**src/rtl/gpc_ifu32.sv**
```systemverilog
// gpc_ifu32: instruction fetch unit. Runs one valid/ready memory request per fetch and returns the word or a fault.
// Optional macro GPC_IFU_ALIGN_CHK_EN: fault misaligned PCs (cause 3) instead of fetching from the aligned address.
module gpc_ifu32 #(
    parameter int               WIDTH    = 32,
    parameter int               INST_MAX = 32,
    parameter logic [WIDTH-1:0] PC_START = 32'h8000_0000,
    parameter int               TIMEOUT  = 255
) (
    input  logic                clk,
    input  logic                rst,
    input  logic [WIDTH-1:0]    pc,
    input  logic                fetch,
    output logic [INST_MAX-1:0] inst,
    output logic                inst_valid,
    output logic                busy,
    output logic                fault,
    output logic [1:0]          fault_cause,
    output logic                mem_req_valid,
    input  logic                mem_req_ready,
    output logic [WIDTH-1:0]    mem_addr,
    input  logic                mem_rsp_valid,
    input  logic [INST_MAX-1:0] mem_rsp_data,
    input  logic                mem_rsp_err
);

    typedef enum logic [1:0] {
        IDLE = 2'd0,
        REQ  = 2'd1,
        WAIT = 2'd2
    } state_t;

    localparam logic [INST_MAX-1:0] NOP      = INST_MAX'(32'h0000_0013);
    localparam logic [7:0]          CNT_LAST = 8'(TIMEOUT - 1);

    localparam logic [1:0] CAUSE_NONE  = 2'd0;
    localparam logic [1:0] CAUSE_BUS   = 2'd1;
    localparam logic [1:0] CAUSE_TMO   = 2'd2;
    localparam logic [1:0] CAUSE_ALIGN = 2'd3;

    state_t              state, state_d;
    logic                drain, drain_d;
    logic [7:0]          cnt, cnt_d;
    logic [INST_MAX-1:0] inst_d;
    logic                inst_valid_d;
    logic                fault_d;
    logic [1:0]          fault_cause_d;
    logic [WIDTH-1:0]    mem_addr_d;

    // NOTE: every signal gets a default before the case so no path leaves it unassigned (no latches).
    always_comb begin
        state_d       = state;
        drain_d       = drain;
        cnt_d         = cnt;
        inst_d        = inst;
        inst_valid_d  = 1'b0;
        fault_d       = 1'b0;
        fault_cause_d = fault_cause;
        mem_addr_d    = mem_addr;

        case (state)
            IDLE: begin
                if (drain) begin
                    // The stale response of a timed-out fetch is swallowed here.
                    if (mem_rsp_valid) drain_d = 1'b0;
                end else if (fetch) begin
`ifdef GPC_IFU_ALIGN_CHK_EN
                    if (pc[1:0] != 2'b00) begin
                        fault_d       = 1'b1;
                        fault_cause_d = CAUSE_ALIGN;
                    end else begin
                        mem_addr_d    = pc;
                        fault_cause_d = CAUSE_NONE;
                        state_d       = REQ;
                    end
`else
                    mem_addr_d    = pc & ~WIDTH'(3);
                    fault_cause_d = CAUSE_NONE;
                    state_d       = REQ;
`endif
                end
            end
            REQ: begin
                if (mem_req_ready) begin
                    cnt_d   = 8'd0;
                    state_d = WAIT;
                end
            end
            WAIT: begin
                // A response always wins over a timeout expiring in the same cycle.
                if (mem_rsp_valid) begin
                    if (mem_rsp_err) begin
                        fault_d       = 1'b1;
                        fault_cause_d = CAUSE_BUS;
                    end else begin
                        inst_d       = mem_rsp_data;
                        inst_valid_d = 1'b1;
                    end
                    state_d = IDLE;
                end else if (cnt == CNT_LAST) begin
                    fault_d       = 1'b1;
                    fault_cause_d = CAUSE_TMO;
                    drain_d       = 1'b1;
                    state_d       = IDLE;
                end else begin
                    cnt_d = cnt + 8'd1;
                end
            end
            default: state_d = IDLE;
        endcase
    end

    // NOTE: sequential state uses non-blocking assignments so all registers update together at the edge.
    always_ff @(posedge clk) begin
        if (!rst) begin
            state       <= IDLE;
            drain       <= 1'b0;
            cnt         <= 8'd0;
            inst        <= NOP;
            inst_valid  <= 1'b0;
            fault       <= 1'b0;
            fault_cause <= CAUSE_NONE;
            mem_addr    <= PC_START;
        end else begin
            state       <= state_d;
            drain       <= drain_d;
            cnt         <= cnt_d;
            inst        <= inst_d;
            inst_valid  <= inst_valid_d;
            fault       <= fault_d;
            fault_cause <= fault_cause_d;
            mem_addr    <= mem_addr_d;
        end
    end

    assign mem_req_valid = (state == REQ);
    assign busy          = (state != IDLE) | drain;

endmodule

```
**config.mk**
```make
export PLATFORM = sky130hd
export DESIGN_NAME = gpc_ifu32
export DESIGN_NICKNAME = d
export VERILOG_FILES = /design/src/rtl/gpc_ifu32.sv
export SDC_FILE = /design/constraint.sdc
export NUM_CORES = 1
export LEC_CHECK = 0
export ABC_AREA = 1
export BUFFER_PORTS_ARGS = -buffer_cell sky130_fd_sc_hd__buf_4
export CAP_MARGIN = 20
export CORE_MARGIN = 2
export CORE_UTILIZATION = 41
export DETAILED_ROUTE_END_ITERATION = 6
export GPL_TIMING_DRIVEN = 0
export PLACE_DENSITY = 0.84
export SYNTH_ARGS = -nofsm -noshare
export SYNTH_HDL_FRONTEND = slang
export SYNTH_SLANG_ARGS = --single-unit
```
**constraint.sdc**
```tcl
create_clock -name clk -period 1.2 [get_ports clk]
set_input_delay 0.18 -clock clk [delete_from_list [all_inputs] [get_ports clk]]
set_output_delay 0.18 -clock clk [all_outputs]
set_load 0.05 [all_outputs]
```
==> flow_summary_export.csv, run 1 <==
group,metric,value,unit
outcome,status,"complete, but fails checks",
outcome,violations,"setup timing",
timing,tightest_slew,0.531,ns
cells_and_area,syn_to_final_growth,61.3,%
setup_path,critPathCaptureType,"output pin",
timing,setup_viol,60,
route,routed_wl,8510,um
floorplan,rows,30,
route,num_vias,3098,
timing,slew_viol_final,0,
setup_path,worstPathCellList,"inv_4 > nand2_1 > or2_4 > buf_8",
power_and_ir_drop,p_int,4.14,mW
route,routedWlPerCell,13.1,um
timing,hold_viol,0,
power_and_ir_drop,p_sw_share,30.5,%
setup_path,worstSetupStartpointType,"register",
cells_and_area,seqCellArea,1560,um^2
cts,ctsHoldBuffers,0,
setup_path,slowest_stage,"dfxtp_4",
timing,rsz0062_at_grt,"true",
floorplan,die_area,7850,um^2
route,vias_per_cell,4.75,
yosys,netlist_area,2940,um^2
setup_path,crit_required,1.02,ns
cts,cts.path.max_buffers,2,
power_and_ir_drop,pwr-share-clk,32.3,%
grt,grt_max_degree,14,
floorplan,core,6870,um^2
cells_and_area,final_nets,623,
yosys,synth-seq-cells,77,
yosys,synth.distinct_cells,24,
route,first_iter_violations,215,
timing,fin_crit_sh,117,%
setup_path,cpPeakStageDelay,0.37,ns
grt,grt_pass1_wl,12500,um
floorplan,die_w,88.6,um
cells_and_area,utilization,68.9,%
route,post-route-drc-count,0,
power_and_ir_drop,pwr_density_cell,1260,nW/um^2
cts,clock_latency,0.35,ns
route,ant_nets,0,
power_and_ir_drop,vdd_ir_drop_max,0.000654,V
power_and_ir_drop,seqPwrFrac,46.1,%
cells_and_area,multiInputGateArea,1350,um^2
timing,max_freq,715,MHz
cells_and_area,fin_cells,652,
cells_and_area,drive_gt1_share,42.4,%
setup_path,timing.critical_path.arrival,1.22,ns
yosys,ys_seq_area_share,52.5,%
cells_and_area,fill_cells,567,
yosys,syn-instance-count,384,
placed_design,place_inst,615,
timing,clock_skew,0.0105,ns
power_and_ir_drop,power_leakage,2.24,nW
grt,grt_antenna_before_repair,0,
job,drv_cap,0,
cts,cts_buffers,9,
route,first_pass_iters,5,
floorplan,die_h,88.6,um
placed_design,io_buffers,134,
setup_path,worstSetupPathType,"reg2out",
setup_path,critical-path-top-delay-family,"flip-flops",
grt,grt_remaining_overflow,0,
grt,gr-usage-all-layers,20.3,%
cts,cts-root-buf,"clkbuf_8",
timing,min_period,1.40,ns
setup_path,cp_max_fo,3,
floorplan,initial_core_util,42.7,%
cts,cts_max_level,3,
timing,final.setup.worst_slack,-0.199,ns
power_and_ir_drop,p_switching,1.82,mW
cts,clock_sinks,77,
timing,maxSlewHeadroom,64.6,%
setup_path,crit_buf_inv,2,
floorplan,io_pins,140,
grt,grt_pass1_vias,2851,
cts,cts_tree,"done",
cts,path_clk_slew,0.08,ns
yosys,syn_avg_cell_area,7.64,um^2
placed_design,hpwl,5720,um
cells_and_area,insertedDiodeCount,0,
power_and_ir_drop,pwr-share-comb,21.6,%
placed_design,place_congestion,0.793,
yosys,ys_warn_count,0,
hold_path,hold_class,"in2reg",
## power groups by stage
stage	combinational, mW	clock, mW	sequential [mW]
2_1_floorplan	0.332	0	3.19
3_3_place_gp	1.14	0	2.80
3_5_place_dp	1.16	0	2.81
4_1_cts	1.22	1.96	2.74
5_1_grt	1.37	2.07	2.76
6_report	1.29	1.93	2.74
## Yosys cell counts, drive strengths merged
cell | count | share of area [%]
nor3 | 2 | 0.34
a21oi | 11 | 1.9
nor2 | 137 | 18
or2 | 1 | 0.21
ha | 2 | 0.85
conb | 1 | 0.13
buf | 13 | 3.5
nand3b | 1 | 0.26
nand2 | 39 | 5.7
o21ai | 60 | 10
clkbuf | 9 | 1.2
nor3b | 1 | 0.26
dfxtp | 77 | 53
inv | 16 | 2.0
nand3 | 14 | 2.4
## final timing paths
| path | endpoint | slack [ns] | cells past startpoint | startpoint |
|---|---|---|---|---|
| worst max-delay path | busy | -0.20 | 4 | state[0]$_SDFFE_PN0P_ |
| worst min-delay path | inst[27]$_SDFFE_PN0P_ | 0.03 | 3 | mem_rsp_data[27] |
| worst max register to register | inst[8]$_SDFFE_PN0P_ | -0.18 | 8 | state[1]$_SDFFE_PN0P_ |
| worst min register to register | inst[4]$_SDFFE_PN1P_ | 0.47 | 2 | inst[4]$_SDFFE_PN1P_ |
## cells by family (layout without fill, tap and decap cells)
kind of cell | after synthesis | count (layout) | synth area share, %
AO/OA/AOI/OAI | 71 | 71 | 12.2
AND/OR/NAND/NOR | 195 | 195 | 27.6
flip-flops | 77 | 77 | 52.5
adder cells (fa/ha/maj) | 2 | 2 | 0.852
buffers and inverters | 38 | 209 | 6.69
other | 1 | 2 | 0.128
## layout by cell type, fill, tap and decap left out, types with 2 or more instances in the layout
| master | Yosys | final |
|---|---|---|
| a21oi_1 | 11 | 4 |
| a21oi_2 | 0 | 7 |
| buf_2 | 4 | 2 |
| buf_4 | 5 | 148 |
| buf_6 | 4 | 11 |
| buf_8 | 0 | 5 |
| clkbuf_1 | 9 | 8 |
| clkbuf_16 | 0 | 3 |
| clkbuf_8 | 0 | 10 |
| conb_1 | 1 | 2 |
| dfxtp_1 | 77 | 72 |
| dfxtp_2 | 0 | 2 |
| dfxtp_4 | 0 | 3 |
| inv_1 | 13 | 11 |
| inv_4 | 0 | 4 |
| nand2_1 | 35 | 26 |
| nand2_2 | 2 | 9 |
| nand2_4 | 2 | 3 |
| nand3_1 | 14 | 12 |
| nand3_2 | 0 | 2 |
| nor2_1 | 132 | 124 |
| nor2_2 | 2 | 6 |
| nor2_4 | 3 | 7 |
| nor3_1 | 2 | 2 |
| o21ai_0 | 54 | 48 |
| o21ai_1 | 5 | 9 |
| o21ai_2 | 1 | 3 |
## metal layers
metal | track usage [%] | part of all wire (%) | vias to the layer above
met5 | 0 | 0 | -
met4 | 8.68 | 1.7 | 0
met3 | 5.32 | 6.7 | 13
met2 | 33.9 | 50 | 122
met1 | 24.7 | 41 | 1413
li1 | - | - | 1550
## worst register-to-register path, stage by stage, from the launching register on
cell and delay (ns):
dfxtp_4 0.37, inv_4 0.05, nor2_4 0.08, nand2_2 0.08, nor2_4 0.24, buf_4 0.17, buf_6 0.10, o21ai_0 0.09
nor2_1 0.13
## flip-flops by register name, indices dropped and copies added, names as in the netlist
signal and cells:
state 2, fault_cause 2, cnt 8, drain 1, inst 32, fault 1, mem_addr 30, inst_valid 1
## per-stage QoR
step | cell area [um^2] | total power, mW | setup TNS, ns | hold WS (ns) | worst slack [ns]
3_5_place_dp | 4110 | 3.96 | -13.68 | 0.395 | -0.295
2_1_floorplan | 2980 | 3.53 | -1.95 | 0.293 | -0.114
5_1_grt | 4730 | 6.20 | -11.55 | 0.0344 | -0.247
6_report | 4730 | 5.95 | -6.37 | 0.0341 | -0.199
4_1_cts | 4460 | 5.92 | -7.43 | 0.0277 | -0.180
3_3_place_gp | 4110 | 3.94 | -11.01 | 0.386 | -0.253
## what timing repair did
item / 4_1_cts / 5_1_grt
buffers inserted: 8 / 8
setup endpoints to repair: 76 / 77
resized for setup: 29 / 47
gates cloned: 0 / 6
pin swaps: 4 / 12
## final cells by class
| type | count | area share (%) |
|---|---|---|
| Timing Repair Buffer | 156 | 26.8 |
| Tap cell | 96 | 2.54 |
| Buffer | 21 | 3.88 |
| Sequential cell | 77 | 32.8 |
| Clock buffer | 11 | 2.77 |
| Inverter | 16 | 1.48 |
| Clock inverter | 5 | 1.27 |
| Multi-Input combinational cell | 270 | 28.4 |
(Power assumes the default switching activity.)
==> run 2, diff against run 1 <==
--- a/config.mk
+++ b/config.mk
@@ -9,10 +9,10 @@
 export BUFFER_PORTS_ARGS = -buffer_cell sky130_fd_sc_hd__buf_4
 export CAP_MARGIN = 20
 export CORE_MARGIN = 2
-export CORE_UTILIZATION = 41
+export CORE_UTILIZATION = 46
 export DETAILED_ROUTE_END_ITERATION = 6
 export GPL_TIMING_DRIVEN = 0
-export PLACE_DENSITY = 0.84
+export PLACE_DENSITY = 0.89
 export SYNTH_ARGS = -nofsm -noshare
 export SYNTH_HDL_FRONTEND = slang
 export SYNTH_SLANG_ARGS = --single-unit
==> constraint.sdc (replaced) <==
create_clock -name clk -period 1.3 [get_ports clk]
set_input_delay 0.195 -clock clk [delete_from_list [all_inputs] [get_ports clk]]
set_output_delay 0.195 -clock clk [all_outputs]
set_load 0.05 [all_outputs]
==> run 2 against run 1 <==
  * The flow still finishes with violations (setup timing)
  * Via count rose by 1.0%
  * First-iteration DRC count fell by 53%
  * Final area fell by 2.9%
  * Highest routed layer unchanged
  * Non-clock buffer count fell by 5
  * Register-to-register slack improved by 0.10 ns
  * Count of clock-buffer cells in the layout did not move
  * Worst setup slack improved by 0.11 ns
  * Cell count fell by 3.7%
  * Utilization rose by 4.3 points
  * Clock skew rose by 0.0011 ns
  * Global-route usage rose by 3.1 points
  * Die area fell by 10%
  * Largest power group unchanged
==> flow_summary_export.csv, run 2 (synthesized netlist as in run 1, its figures left out) <==
group,metric,value,unit
outcome,status,"complete, but fails checks",
timing,tightest_slew,0.515,ns
setup_path,critPathCaptureType,"output pin",
timing,clock_skew,0.0115,ns
cells_and_area,top_regs,"inst (32), mem_addr (30), cnt (8)",
route,first_iter_violations,102,
timing,slew_viol_final,0,
timing,hold_viol,0,
placed_design,place_inst,596,
placed_design,io_buffers,134,
timing,rsz0062_at_grt,"true",
cts,cts_max_level,3,
setup_path,cpPeakStageDelay,0.36,ns
floorplan,initial_core_util,46.8,%
floorplan,io_pins,140,
setup_path,r2r_slack,-0.08,ns
timing,fin_crit_sh,107,%
cells_and_area,insertedDiodeCount,0,
cts,path_clk_slew,0.08,ns
hold_path,hold_class,"in2reg",
cts,ctsHoldBuffers,0,
cells_and_area,final_common_cell,"buf_4",
job,drv_cap,0,
timing,min_period,1.39,ns
hold_path,hold_end,"inst[1]$_SDFFE_PN1P_",
power_and_ir_drop,total_power,5.47,mW
grt,grt_pass1_vias,2984,
timing,max_freq,718,MHz
cells_and_area,final_nets,618,
route,vias_per_cell,4.98,
cells_and_area,drive_gt1_share,43.0,%
cts,clock_latency,0.35,ns
floorplan,die_area,7040,um^2
floorplan,die_h,83.9,um
cts,clock_sinks,77,
setup_path,crit_required,1.11,ns
setup_path,slowest_stage,"dfxtp_4",
placed_design,dpl-instance-area,4070,um^2
cts,cts.path.max_buffers,2,
setup_path,worstSetupStartpointType,"register",
route,routed_wl,8590,um
route,first_pass_iters,4,
setup_path,worstSetupPathType,"reg2out",
power_and_ir_drop,power_leakage,2.19,nW
grt,grt_antenna_before_repair,0,
cts,cts_tree,"done",
cells_and_area,seqCellArea,1560,um^2
cells_and_area,utilization,73.2,%
grt,grt_remaining_overflow,0,
cells_and_area,fin_cells,628,
grt,grt_max_degree,14,
placed_design,hpwl,5860,um
cells_and_area,design_area,4600,um^2
floorplan,rows,29,
setup_path,r2r_cells,9,
setup_path,worstPathCellList,"inv_4 > nand2_2 > or2_4 > buf_8",
power_and_ir_drop,vdd_ir_drop_max,0.00100,V
cells_and_area,layout_common_cells,"buf_4, nor2_1, dfxtp_1, o21ai_0, nand2_1",
cells_and_area,largest_reg_flops,32,
hold_path,hold-path-cell-count,3,
grt,grt_pass1_wl,13300,um
grt,gr-usage-all-layers,23.3,%
cts,cts-root-buf,"clkbuf_8",
cells_and_area,fill_cells,448,
timing,setup_tns,-0.605,ns
cells_and_area,multiInputGateArea,1360,um^2
timing,setup_viol,21,
setup_path,rr_endpoint,"cnt[0]$_SDFFE_PN0P_",
timing,maxSlewHeadroom,65.7,%
floorplan,die_w,83.9,um
route,post-route-drc-count,0,
setup_path,r2r_start,"state[0]$_SDFFE_PN0P_",
hold_path,hold_start,"mem_rsp_data[1]",
route,num_vias,3130,
outcome,violations,"setup timing",
cts,cts_buffers,9,
cells_and_area,top_register,"inst",
power_and_ir_drop,pwr_density_cell,1190,nW/um^2
cells_and_area,syn_to_final_growth,56.6,%
route,ant_nets,0,
timing,final.setup.worst_slack,-0.0936,ns
placed_design,place_congestion,0.858,
floorplan,core,6280,um^2
setup_path,cp_max_fo,2,
route,routedWlPerCell,13.7,um
setup_path,timing.critical_path.arrival,1.20,ns
==> run 2: power breakdown <==
| part | internal, mW | switching (mW) |
|---|---|---|
| sequential | 2.47 | 0.0658 |
| clock | 0.896 | 0.876 |
| combinational | 0.433 | 0.733 |
| total | 3.79 | 1.67 |
==> run 2: cell type report <==
type / count / share of cell area, %
Timing Repair Buffer: 150 / 25.2
Sequential cell: 77 / 33.9
Inverter: 16 / 1.52
Clock inverter: 5 / 1.31
Buffer: 22 / 3.46
Clock buffer: 11 / 2.86
Tap cell: 77 / 2.10
Multi-Input combinational cell: 270 / 29.7
==> run 2: worst max path at each step <==
stage,startpoint,to,cells past startpoint
5_1_grt,state[0]$_SDFFE_PN0P_,cnt[3]$_SDFFE_PN0P_,10
4_1_cts,state[1]$_SDFFE_PN0P_,inst[26]$_SDFFE_PN0P_,8
2_1_floorplan,cnt[0]$_SDFFE_PN0P_,cnt[2]$_SDFFE_PN0P_,10
3_3_place_gp,state[1]$_SDFFE_PN0P_,inst[26]$_SDFFE_PN0P_,8
6_report,state[0]$_SDFFE_PN0P_,busy,4
3_5_place_dp,state[1]$_SDFFE_PN0P_,inst[26]$_SDFFE_PN0P_,8
==> run 2: worst max-delay path: cells and delay by family, from the launching register on <==
family | cells | cell delay, ns
buffers and inverters | 2 | 0.22
DFF | 1 | 0.36
and+or+nand+nor | 2 | 0.28
==> run 2: per-stage QoR <==
stage,hold slack [ns],setup slack (ns)
2_1_floorplan,0.308,-0.0147
3_5_place_dp,0.412,-0.209
5_1_grt,0.0524,-0.137
4_1_cts,0.0538,-0.0847
3_3_place_gp,0.401,-0.155
6_report,0.0611,-0.0936
==> run 2: per-layer routing <==
layer | part of all wire, % | track usage [%] | vias up
met5 | 0 | 0 | -
met4 | 2.5 | 9.53 | 0
met3 | 7.1 | 7.42 | 23
met2 | 51 | 41.1 | 122
met1 | 39 | 26.0 | 1445
li1 | - | - | 1540
==> run 2: timing repair <==
action / 4_1_cts / 5_1_grt
setup endpoints to repair: 58 / 77
buffers inserted: 12 / 4
pin swaps: 8 / 12
resized for setup: 23 / 54
cloned: 1 / 0
==> run 3, diff against run 2 <==
--- a/config.mk
+++ b/config.mk
@@ -9,10 +9,11 @@
 export BUFFER_PORTS_ARGS = -buffer_cell sky130_fd_sc_hd__buf_4
 export CAP_MARGIN = 20
 export CORE_MARGIN = 2
-export CORE_UTILIZATION = 46
+export CORE_UTILIZATION = 48
+export CTS_BUF_LIST = sky130_fd_sc_hd__clkbuf_2 sky130_fd_sc_hd__clkbuf_4 sky130_fd_sc_hd__clkbuf_8
 export DETAILED_ROUTE_END_ITERATION = 6
 export GPL_TIMING_DRIVEN = 0
-export PLACE_DENSITY = 0.89
+export PLACE_DENSITY = 0.91
 export SYNTH_ARGS = -nofsm -noshare
 export SYNTH_HDL_FRONTEND = slang
 export SYNTH_SLANG_ARGS = --single-unit
==> run 3 against run 2 <==
  * The run still ends with setup timing left
  * Cell count is 1.4% higher
  * Worst setup slack worse by 0.19 ns
  * Utilization is 12 points higher
  * Power is 4.3% higher
  * Highest routed layer unchanged
  * Clock skew is 0.0019 ns lower
  * Combinational power is 9% higher
  * Sequential cell count stayed put
  * Via count is 9.7% higher
  * Clock power is 7% higher
  * Hold slack better by 0.0025 ns
  * Global-route usage is 3.2 points higher
==> flow_summary_export.csv, run 3 (synthesized netlist as in run 1, its figures left out) <==
group,metric,value,unit
placed_design,place_congestion,0.879,
grt,grt_max_degree,15,
setup_path,crit_required,1.57,ns
floorplan,initial_core_util,49.6,%
setup_path,slowest_stage,"dfxtp_4",
placed_design,io_buffers,134,
setup_path,cpPeakStageDelay,0.37,ns
floorplan,io_pins,140,
setup_path,crit_buf_inv,2,
cells_and_area,utilization,84.8,%
cts,cts_tree,"done",
setup_path,worstPathCellList,"buf_4 > ha_1 > inv_1 > nor3_1 > nand3_1 > a21oi_1",
cts,cts_max_level,3,
timing,hold_viol,0,
timing,clock_skew,0.00961,ns
setup_path,timing.critical_path.arrival,1.85,ns
route,routed_wl,11300,um
route,post-route-drc-count,0,
timing,max_freq,632,MHz
cells_and_area,fin_cells,637,
timing,setup_viol,47,
cells_and_area,syn_to_final_growth,71.0,%
cells_and_area,largest_reg_flops,32,
setup_path,critical-path-top-delay-family,"simple AND/OR/NAND/NOR gates",
setup_path,worstSetupPathType,"reg2reg",
setup_path,worstSetupStartpointType,"register",
cts,cts_buffers,9,
cells_and_area,final_common_cell,"buf_4",
outcome,violations,"setup timing",
cts,path_clk_slew,0.09,ns
power_and_ir_drop,vdd_ir_drop_max,0.00101,V
floorplan,die_h,82.2,um
route,routedWlPerCell,17.7,um
route,ant_nets,0,
floorplan,die_area,6760,um^2
cts,clock_latency,0.35,ns
placed_design,hpwl,5860,um
setup_path,critPathCaptureType,"register",
timing,hold_slack,0.0636,ns
floorplan,die_w,82.2,um
grt,grt_remaining_overflow,0,
cells_and_area,multiInputGateArea,1520,um^2
job,drv_cap,0,
floorplan,core,5920,um^2
timing,maxSlewHeadroom,64.1,%
power_and_ir_drop,power_leakage,2.29,nW
grt,gr-usage-all-layers,26.5,%
timing,tightest_slew,0.539,ns
hold_path,hold_class,"in2reg",
cts,ctsHoldBuffers,0,
setup_path,cp_max_fo,4,
cts,cts.path.max_buffers,2,
grt,grt_pass1_wl,13600,um
placed_design,place_inst,594,
route,num_vias,3433,
cells_and_area,drive_gt1_share,47.9,%
timing,min_period,1.58,ns
cells_and_area,top_register,"inst",
timing,slew_viol_final,0,
route,vias_per_cell,5.39,
cells_and_area,fill_cells,298,
cts,clock_sinks,77,
floorplan,rows,28,
timing,final.setup.worst_slack,-0.283,ns
route,first_pass_iters,5,
cells_and_area,seqCellArea,1560,um^2
cells_and_area,layout_common_cells,"buf_4, nor2_1, dfxtp_1, o21ai_0, nor2_4",
grt,grt_pass1_vias,3033,
timing,fin_crit_sh,122,%
timing,rsz0062_at_grt,"true",
cts,cts-root-buf,"clkbuf_8",
grt,grt_antenna_before_repair,0,
outcome,status,"complete, but fails checks",
route,first_iter_violations,264,
cells_and_area,final_nets,629,
cells_and_area,top_regs,"inst (32), mem_addr (30), cnt (8)",
cells_and_area,insertedDiodeCount,0,
power_and_ir_drop,pwr_density_cell,1140,nW/um^2
run 3: timing repair:
action                                  4_1_cts  5_1_grt
buffers inserted                             11       11
endpoints found under the setup margin       76       77
gates resized for setup                      30      119
cloned                                        1        6
pin swaps                                    10       31
run 3: worst paths after layout:
| path | startpoint | end | slack [ns] | cells after the start |
|---|---|---|---|---|
| worst min register to register | inst[0]$_SDFFE_PN1P_ | inst[0]$_SDFFE_PN1P_ | 0.49 | 2 |
| worst max-delay path | cnt[0]$_SDFFE_PN0P_ | cnt[6]$_SDFFE_PN0P_ | -0.28 | 6 |
| worst min-delay path | mem_rsp_data[15] | inst[15]$_SDFFE_PN0P_ | 0.06 | 3 |
| worst max register to register | cnt[0]$_SDFFE_PN0P_ | cnt[6]$_SDFFE_PN0P_ | -0.28 | 6 |
run 3: stage by stage:
| stage | worst slack, ns | cell area, um^2 | power [mW] | setup TNS (ns) |
|---|---|---|---|---|
| finish | -0.283 | 5020 | 5.70 | -4.95 |
| detailed placement | -0.153 | 4060 | 3.66 | -4.90 |
| floorplan | -0.0147 | 2960 | 3.25 | -0.0244 |
| global route | -0.303 | 5020 | 5.90 | -6.98 |
| CTS | -0.127 | 4500 | 5.56 | -2.99 |
| global placement | -0.132 | 4060 | 3.63 | -4.00 |
run 3: worst register-to-register path: stages, from the launching register on:
cell and delay, ns:
dfxtp_4 0.37, buf_4 0.13, ha_1 0.24, inv_1 0.10, nor3_1 0.35, nand3_1 0.14, a21oi_1 0.18
run 3: final cells by class:
cell class / count / area share (%)
clock inverter: 6 / 1.42
timing repair inverter: 1 / 0.224
inverter: 16 / 1.55
multi-input combinational: 270 / 30.2
buffer: 21 / 3.59
sequential: 77 / 31.0
clock buffer: 10 / 2.74
timing repair buffer: 161 / 27.3
tap: 75 / 1.87
run 3: report_power, final:
group / internal, mW / switching [mW] / leakage [nW]
Combinational: 0.470 / 0.796 / 1.56
Sequential: 2.47 / 0.0699 / 0.632
Clock: 0.957 / 0.946 / 0.104
run 3: per-layer routing:
layer | up-vias | GRT usage [%] | share of wire, %
met5 | - | 0 | 0
met4 | 0 | 15.2 | 5.5
met3 | 66 | 5.65 | 6.6
met2 | 199 | 47.3 | 52
met1 | 1604 | 28.9 | 36
li1 | 1564 | - | -
